File: src/rtl/bcd_serial_adder.sv
// Digit-serial packed-BCD adder: one decimal digit per clock, LSD first.
// Define BCD_SUB_EN to add the sub port and nine's-complement subtraction.
module bcd_serial_adder #(
    parameter int unsigned DIGITS = 4
) (
    input  logic                  clk,
    input  logic                  rst,
    input  logic                  start,
    input  logic [4*DIGITS-1:0]   a,
    input  logic [4*DIGITS-1:0]   b,
    input  logic                  cin,
`ifdef BCD_SUB_EN
    input  logic                  sub,
`endif
    output logic [4*DIGITS-1:0]   sum,
    output logic                  cout,
    output logic                  busy,
    output logic                  done,
    output logic                  err
);

    localparam int unsigned IW = (DIGITS > 1) ? $clog2(DIGITS) : 1;

    typedef enum logic [1:0] {
        IDLE,
        ADD,
        DONE
    } state_t;

    state_t              state_q, state_d;
    logic [4*DIGITS-1:0] a_q, a_d;
    logic [4*DIGITS-1:0] b_q, b_d;
    logic [4*DIGITS-1:0] sum_q, sum_d;
    logic [IW-1:0]       idx_q, idx_d;
    logic                carry_q, carry_d;
    logic                cout_q, cout_d;
    logic                err_q, err_d;
    logic                errp_q, errp_d;
    logic                sub_q, sub_d;
    logic                sub_in;

    logic [3:0] a_dig, b_dig, b_eff, res_dig;
    logic [4:0] t;
    logic       dig_carry;
    logic       in_bad;
    logic       last_dig;

`ifdef BCD_SUB_EN
    assign sub_in = sub;
`else
    assign sub_in = 1'b0;
`endif

    always_comb begin
        a_dig = '0;
        b_dig = '0;
        for (int unsigned i = 0; i < DIGITS; i++) begin
            if (idx_q == IW'(i)) begin
                a_dig = a_q[4*i +: 4];
                b_dig = b_q[4*i +: 4];
            end
        end
        // Nine's complement of the subtrahend digit; wraps mod 16 for invalid digits
        b_eff     = sub_q ? (4'd9 - b_dig) : b_dig;
        t         = {1'b0, a_dig} + {1'b0, b_eff} + {4'b0000, carry_q};
        dig_carry = (t > 5'd9);
        res_dig   = dig_carry ? (t[3:0] + 4'd6) : t[3:0];
        last_dig  = (idx_q == IW'(DIGITS - 1));
    end

    always_comb begin
        in_bad = 1'b0;
        for (int unsigned i = 0; i < DIGITS; i++) begin
            if ((a[4*i +: 4] > 4'd9) || (b[4*i +: 4] > 4'd9)) in_bad = 1'b1;
        end
    end

    always_comb begin
        state_d = state_q;
        a_d     = a_q;
        b_d     = b_q;
        sum_d   = sum_q;
        idx_d   = idx_q;
        carry_d = carry_q;
        cout_d  = cout_q;
        err_d   = err_q;
        errp_d  = errp_q;
        sub_d   = sub_q;

        case (state_q)
            IDLE: ;
            ADD: begin
                for (int unsigned i = 0; i < DIGITS; i++) begin
                    if (idx_q == IW'(i)) sum_d[4*i +: 4] = res_dig;
                end
                carry_d = dig_carry;
                idx_d   = idx_q + IW'(1);
                if (last_dig) begin
                    state_d = DONE;
                    cout_d  = dig_carry;
                    err_d   = errp_q;
                end
            end
            DONE:    state_d = IDLE;
            default: state_d = IDLE;
        endcase

        if (start && (state_q != ADD)) begin
            state_d = ADD;
            a_d     = a;
            b_d     = b;
            sub_d   = sub_in;
            carry_d = cin ^ sub_in;
            idx_d   = '0;
            errp_d  = in_bad;
        end
    end

    always_ff @(posedge clk or posedge rst) begin
        if (rst) begin
            state_q <= IDLE;
            a_q     <= '0;
            b_q     <= '0;
            sum_q   <= '0;
            idx_q   <= '0;
            carry_q <= 1'b0;
            cout_q  <= 1'b0;
            err_q   <= 1'b0;
            errp_q  <= 1'b0;
            sub_q   <= 1'b0;
        end else begin
            state_q <= state_d;
            a_q     <= a_d;
            b_q     <= b_d;
            sum_q   <= sum_d;
            idx_q   <= idx_d;
            carry_q <= carry_d;
            cout_q  <= cout_d;
            err_q   <= err_d;
            errp_q  <= errp_d;
            sub_q   <= sub_d;
        end
    end

    assign sum  = sum_q;
    assign cout = cout_q;
    assign err  = err_q;
    assign busy = (state_q == ADD);
    assign done = (state_q == DONE);

endmodule

File: config.mk
export PLATFORM = sky130hd
export DESIGN_NAME = bcd_serial_adder
export DESIGN_NICKNAME = d
export VERILOG_FILES = /design/src/rtl/bcd_serial_adder.sv
export SDC_FILE = /design/constraint.sdc
export NUM_CORES = 1
export LEC_CHECK = 0
export ABC_AREA = 1
export CAP_MARGIN = 5
export CORE_MARGIN = 1.5
export CORE_UTILIZATION = 55
export CTS_CLUSTER_DIAMETER = 60
export CTS_CLUSTER_SIZE = 8
export DETAILED_ROUTE_END_ITERATION = 8
export GPL_TIMING_DRIVEN = 0
export PLACE_DENSITY_LB_ADDON = 0.2
export SYNTH_ARGS = -nofsm -noshare
export SYNTH_HDL_FRONTEND = slang
export SYNTH_SLANG_ARGS = --single-unit
File: constraint.sdc
create_clock -name clk -period 8.45 [get_ports clk]
set_input_delay 2.535 -clock clk [delete_from_list [all_inputs] [get_ports clk]]
set_output_delay 2.535 -clock clk [all_outputs]
set_load 0.03 [all_outputs]
==> results of run 1 <==
path summary, 6_finish.rpt:
check / to / start / cells after the start / slack (ns)
max in group asynchronous: b_q[15] / rst / 3 / 5.35
worst max-delay path: busy / state_q[1] / 4 / 4.17
min in group asynchronous: sum[15] / rst / 2 / 2.55
worst min-delay path: sum[7] / sum[7] / 2 / 0.48
worst min register to register: sum[7] / sum[7] / 2 / 0.48
worst max register to register: sum[6] / idx_q[1] / 21 / 4.81
synthesized netlist by cell type:
cell type    n  area, um2
a21boi_4     1       18.8
a21oi_1      9       45.0
a21oi_2      1       8.76
a21oi_4      1       16.3
a22oi_1      6       45.0
a22oi_2      1       12.5
buf_2        5       25.0
buf_6        1       11.3
clkbuf_1     2       7.51
clkbuf_2     2       10.0
dfrtp_1     56       1400
fa_1         2       40.0
ha_1         8        100
inv_1       31        116
inv_2        4       15.0
nand2_1    131        492
nand2_2      9       56.3
nand2_4      2       22.5
nand3_1     16       80.1
nand4_1      1       6.26
nor2_1      11       41.3
nor2_4       1       11.3
nor3_1       1       5.00
o211ai_1     5       37.5
o21ai_0     31        155
o21ai_1      1       5.00
or2_1        1       6.26
or2_2        1       6.26
registers in the layout, summed over array words and instances (netlist names):
signal   count
b_q         16
a_q         16
sum         16
idx_q        2
carry_q      1
errp_q       1
state_q      2
cout         1
err          1
area by class of cell:
cell class | instances | area, um2 | share of cell area [%]
Buffer | 10 | 53.8 | 1.51
Clock buffer | 6 | 72.6 | 2.04
Clock inverter | 2 | 35.0 | 0.984
Inverter | 35 | 131 | 3.69
Multi-Input combinational cell | 240 | 1210 | 34.0
Sequential cell | 56 | 1400 | 39.4
Tap cell | 67 | 83.8 | 2.36
Timing Repair Buffer | 56 | 571 | 16.0
metrics by stage:
step,hold WS [ns],cells,utilization [%],setup slack [ns]
floorplan,0.444,341,-,4.54
global placement,0.462,463,71.2,3.59
detailed placement,0.464,464,71.7,4.52
CTS,0.489,472,73.9,4.17
global route,0.518,472,73.9,4.11
finish,0.484,472,73.9,4.17
logic make-up after synthesis:
kind of cell / after synthesis
DFF: 56
adders and majority gates: 10
AOI/OAI and AO/OA: 56
buffers and inverters: 45
and+or+nand+nor: 174
layer usage:
layer,vias to the layer above,share of wire [%]
li1,1209,-
met1,1126,44
met2,75,51
met3,11,3.7
met4,0,1.8
met5,-,0
worst register-to-register path: stages, from the launching register on:
cell      delay [ns]
dfrtp_1         0.39
inv_1           0.09
ha_1            0.20
buf_6           0.14
inv_2           0.05
nand2_1         0.08
inv_2           0.14
a22oi_1         0.09
o21ai_0         0.19
o21ai_0         0.19
fa_1            0.47
fa_1            0.40
nand2_1         0.09
nand2_2         0.08
ha_1            0.24
nand2_1         0.07
a21boi_4        0.19
nand2_4         0.08
nand2_4         0.10
nand2_2         0.09
nand3_1         0.10
nand2_1         0.06
==> metrics.md, run 1 <==
| Metric | Value |
|---|---|
| Run status | completed |
| Die area | approximately 0.0055 mm2 |
| Min Tclk post-route | approximately 4.3 ns |
| Critical Path Start Type | register |
| GR Util met1 | 30.8% |
| Routed len/inst | about 13 um |
| Simple-gate share of the synthesized area | between 20% and 30% |
| Fin crit share | between 50% and 60% |
| Mux cell area share after synthesis | 0% |
| CTS clk-pin slew, worst paths | about 0.10 ns |
| Delay-heaviest family, CP | buffers and inverters |
| Post-synthesis adder-cell area fraction | under 10% |
| Global Route Usage Sum | 25.2% |
| Worst EP required | slightly below 6 ns |
| Maximum buffer depth of the clock tree | 2 |
| Final Max Tran Viols | 0 |
| Vias in the first global route | 2,387 |
| GPL Wtd Cong | between 0.8 and 0.9 |
| Drt pass-1 iters | 6 |
| First-pass GRT wire length | around 11 mm |
| Post-route antenna net violation count | 0 |
| # rows | 25 |
| Clock Skew | 0.00578 ns |
| Met2 Use GR | a little under half |
| Seq cells post-synth | between 50 and 60 |
| Most frequent cells in the layout | 131 x nand2_1, 56 x dfrtp_1, 55 x clkdlybuf4s50_1, 31 x o21ai_0, 30 x inv_1 |
| HPWL after DPL | 4.75 mm |
| Maxcap violations | 0 |
| Synthesized area per cell | 8.20 um2 |
| Largest stage delay, worst path | roughly 0.7 ns |
| Postcts setup bufs | 0 |
| Critical Path AT | around 1.8 ns |
| Slew @ Worst Pin | around 0.50 ns |
| CP Max Fanout | 7 |
| Placed Area | 0.00345 mm2 |
| Cts-stage hold buffer count | 0 |
| Number of port buffers | between 50 and 60 |
| Cell Area, Synth | 0.00280 mm2 |
| Worst Setup Path Type | register to primary output |
| Commonest non-fill, non-tap cell in the layout | nand2_1 |
| Syn Inst Count | between 300 and 400 |
| Synth Area in XOR/XNOR | 0% |
| Finish-stage setup viols | 0 |
| Root Driver | clkbuf_8 |
| Setup total negative slack | 0 ns |
| Main combinational cell family by area after synthesis | simple AND/OR/NAND/NOR gates |
| Starting DRT DRC Count | about 140 |
| Critical path buffer and inverter count | 3 |
| Critical path's slowest cell | clkdlybuf4s50_1 |
| RSZ-0062 raised after global routing | false |
| Fin nets | 450 |
| CTS Buf Count | 5 |
| Layout area overhead | 27.2% |
| Fin area | ~0.0036 mm2 |
| Compound-Gate Fraction of Synth Area | ~12% |
| Initial Utilization | ~58% |
| Hold Crit Class | register to register |
| Die height | ~74 um |
| Die width | about 74 um |
| Via density | between 5 and 6 |
| Synth warnings | 0 |
| CTS tree | built |
| Pin count of the biggest net entering global routing | 34 |
| Crit path cell chain | inv_1 > nand2_2 > inv_1 > clkdlybuf4s50_1 |
| Worst setup EP type | primary output |
| Post-Route WL | about 6 mm |
| Most common cell on crit path | inv_1 |
| H-tree levels | 2 |
| Share of post-route cells with drive strength above 1 | a little under a tenth |
| Post-CTS resize count | 0 |
| Top Ports | 56 |
| Area of the core | 0.00482 mm2 |
| Clock sinks | 56 |
| Via count | ~2,400 |
| Slew HR | between 60% and 70% |
| Fin. Hold Viols | 0 |
| # diodes | 0 |
| Sequential share of the synthesized area | around half |
| Syn_nets | about 390 |
| DR DRC count | 0 |
| GRT overflow | 0 |
| Initial antenna violation count | 0 |
| Unique cell type count in the Yosys netlist | 28 |
| Top Usage Layer GRT | met2 |
| Met3 Usage GRT | under 10% |
| Clk_lat worst skew | around 0.31 ns |
| Fill cell count | just over 400 |
| Fmax | roughly 230 MHz |
Power of run 1 is not shown: default switching activity piles up to over one toggle a cycle in this logic, so the estimate is an artifact.
==> run 2: changes to the inputs <==
--- a/config.mk
+++ b/config.mk
@@ -8,7 +8,7 @@
 export ABC_AREA = 1
 export CAP_MARGIN = 5
 export CORE_MARGIN = 1.5
-export CORE_UTILIZATION = 55
+export CORE_UTILIZATION = 46
 export CTS_CLUSTER_DIAMETER = 60
 export CTS_CLUSTER_SIZE = 8
 export DETAILED_ROUTE_END_ITERATION = 8
==> constraint.sdc (replaced) <==
create_clock -name clk -period 3.9 [get_ports clk]
set_input_delay 1.17 -clock clk [delete_from_list [all_inputs] [get_ports clk]]
set_output_delay 1.17 -clock clk [all_outputs]
set_load 0.03 [all_outputs]
==> run 2 against run 1 <==
  * Worst hold slack lost 0.0045 ns
  * Global-route usage shrank 3.8 points
  * Critical path type is now register to register
  * Core utilization down 13 points
  * Final area rose by 0.28%
  * Cell count increased by 1.7%
  * Wire length is 3.8% higher
  * Critical path depth increased by 19
  * Clock skew up 0.0018 ns
  * Die area rose by 19%
  * Via count shrank 0.45%
  * Flip-flop and latch count did not move
  * Register-to-register slack got worse by 4.5 ns
==> metrics.md, run 2 (synthesis results as in run 1) <==
| Metric | Value |
|---|---|
| RSZ-0062 raised after global routing | false |
| Pre-CTS WS | 0.244 ns (-4.28 ns) |
| Clk_lat worst skew | 0.31 ns (about the same) |
| Layout area overhead | 27.6% |
| Clock Skew | 0.00760 ns (+0.00183 ns) |
| Number of port buffers | 55 (unchanged) |
| Clock sinks | 56 (unchanged) |
| CTS Buf Count | 5 (unchanged) |
| # rows | 28 (+12%) |
| Starting DRT DRC Count | 122 (-15%) |
| Multi-input gate area | 0.00121 mm2 (unchanged) |
| Critical Path Start Type | register |
| Share of post-route cells with drive strength above 1 | 9.38% (unchanged) |
| Maxcap violations | 0 (unchanged) |
| Worst Setup Path Type | register to register |
| CTS clk-pin slew, worst paths | 0.10 ns (about the same) |
| Area of the core | 0.00589 mm2 (+22%) |
| Maximum buffer depth of the clock tree | 2 (unchanged) |
| # diodes | 0 (unchanged) |
| Die area | 0.00656 mm2 (+19%) |
| Most frequent cells in the layout | 131 x nand2_1, 56 x dfrtp_1, 55 x clkdlybuf4s50_1, 30 x inv_1, 30 x o21ai_0 |
| Routed len/inst | 13.2 um (+2.1%) |
| First-pass GRT wire length | 10.8 mm (+1.6%) |
| Worst setup EP type | register |
| Slew HR | 60.0% (-6.8 points) |
| GPL Wtd Cong | 0.853 (-4.2%) |
| Setup total negative slack | 0 ns (unchanged) |
| Root Driver | clkbuf_8 |
| Drt pass-1 iters | 4 (-2) |
| CP Max Fanout | 9 (+2) |
| GRT overflow | 0 (unchanged) |
| Top Ports | 56 (unchanged) |
| Min Tclk post-route | approximately 3.6 ns |
| Hold Crit Class | register to register |
| Crit path cell chain | inv_1 > ha_1 > buf_6 > inv_2 > nand2_1 > inv_2 > a22oi_1 > o21ai_0 > o21ai_1 > fa_1 > fa_1 > inv_1 > nand2_1 > nand2_2 > ha_1 > nand2_1 > a21boi_4 > nand2_4 > nand2_4 > nand2_2 > nand2_2 > nand2_1 > nand2_1 |
| CTS tree | built |
| Die width | 81.0 um (+9.0%) |
| Critical path's slowest cell | fa_1 |
| Post-route antenna net violation count | 0 (unchanged) |
| PnR worst setup slack | 0.305 ns (-3.86 ns) |
| Commonest non-fill, non-tap cell in the layout | nand2_1 |
| Critical Path AT | 3.80 ns (+2.05 ns) |
| Postcts setup bufs | 0 (unchanged) |
| Fin nets | 450 (unchanged) |
| Post-Route WL | 6.32 mm (+3.8%) |
| Seq. cell area | 0.00140 mm2 (unchanged) |
| H-tree levels | 2 (unchanged) |
| Die height | 81.0 um (+9.0%) |
| Fill cell count | 562 (+37%) |
| Initial antenna violation count | 0 (unchanged) |
| Via count | 2,410 (-0.45%) |
| Pin count of the biggest net entering global routing | 31 (-8.8%) |
| Final Max Tran Viols | 0 (unchanged) |
| Via density | 5.02 (-2.1%) |
| Initial Utilization | 47.5% (-11 points) |
| Vias in the first global route | 2,354 (-1.4%) |
| Global Route Usage Sum | 21.4% (-3.8 points) |
| Worst EP required | 4.11 ns (-1.81 ns) |
| Run status | completed |
| HPWL after DPL | 4.82 mm (+1.6%) |
| DR DRC count | 0 (unchanged) |
| Most common cell on crit path | nand2_1 |
| Fin. Hold Viols | 0 (unchanged) |
| Fmax | roughly 280 MHz |
| Slew @ Worst Pin | 0.599 ns (+0.101 ns) |
| Fin crit share | slightly above 90% |
| Largest stage delay, worst path | 0.47 ns (-0.22 ns) |
| Finish-stage setup viols | 0 (unchanged) |
## run 2: cell types whose count changed in the layout (fill, tap and decap cells not counted)
cell / delta
o21ai_0: -1
o21ai_1: +1
## run 2: final cells by class
class	count	share of cell area, %
inverters	35	3.68
clock inverters	2	0.981
repair buffers	56	16.0
plain buffers	10	1.51
well taps	75	2.63
multi-input cells	240	33.9
flip-flops and latches	56	39.3
clock buffers	6	2.03
## run 2: layer usage
metal  share of wire [%]  routed length [um]  GRT usage (%)  up-vias
met3                 4.7                 295           4.04       12
met1                  46                2900           26.7     1121
li1                    -                   -              -     1208
met4                 2.2                 140           7.93        0
met5                   0                   0              0        -
met2                  47                2980           36.9       69
## run 2: path summary, 6_finish.rpt
| check | slack, ns | from | to | cells after the start |
|---|---|---|---|---|
| setup reg to reg | 0.30 | idx_q[1] | sum[11] | 23 |
| min in group asynchronous | 1.24 | rst | sum[7] | 2 |
| setup / recovery | 0.30 | idx_q[1] | sum[11] | 23 |
| hold / removal | 0.48 | err | err | 2 |
| max in group asynchronous | 2.09 | rst | a_q[15] | 3 |
| hold reg to reg | 0.48 | err | err | 2 |
## run 2: critical path, delay by kind of cell (launching register included)
kind,cells,cell delay (ns)
flip-flops,1,0.38
AND/OR/NAND/NOR,10,0.75
adder cells (fa/ha/maj),4,1.28
AO/OA/AOI/OAI,4,0.59
buffers and inverters,5,0.49
## run 2: what timing repair did
action,in CTS,in global routing
hold endpoints to repair,0,0
setup endpoints to repair,0,6
hold buffers,0,0
gates resized for setup,0,1
## run 2: through the flow
stage / utilization (%) / std cells / cell area, um2 / hold WS (ns)
2_1_floorplan: - / 341 / 2800 / 0.444
3_3_place_gp: 58.5 / 471 / 3440 / 0.461
3_5_place_dp: 58.8 / 472 / 3460 / 0.457
4_1_cts: 60.7 / 480 / 3570 / 0.481
5_1_grt: 60.7 / 480 / 3570 / 0.508
6_report: 60.7 / 480 / 3570 / 0.480
Power of run 2 is left out for the same reason.
==> run 3: changes to the inputs <==
--- a/config.mk
+++ b/config.mk
@@ -8,7 +8,7 @@
 export ABC_AREA = 1
 export CAP_MARGIN = 5
 export CORE_MARGIN = 1.5
-export CORE_UTILIZATION = 46
+export CORE_UTILIZATION = 55
 export CTS_CLUSTER_DIAMETER = 60
 export CTS_CLUSTER_SIZE = 8
 export DETAILED_ROUTE_END_ITERATION = 8
==> constraint.sdc (replaced) <==
create_clock -name clk -period 4.5 [get_ports clk]
set_input_delay 1.35 -clock clk [delete_from_list [all_inputs] [get_ports clk]]
set_output_delay 1.35 -clock clk [all_outputs]
set_load 0.03 [all_outputs]
==> results of run 3 <==
The final DEF is identical to that of run 1. Status: completed.
Main changes from that run: setup slack after placement 4.52 ns -> 0.907 ns; setup slack after layout 4.17 ns -> 0.862 ns; start point of the critical path state_q[1] -> idx_q[1]; end point of the critical path busy -> sum[6]; register-to-register setup slack 4.81 ns -> 0.86 ns
Power of run 3 is left out for the same reason.
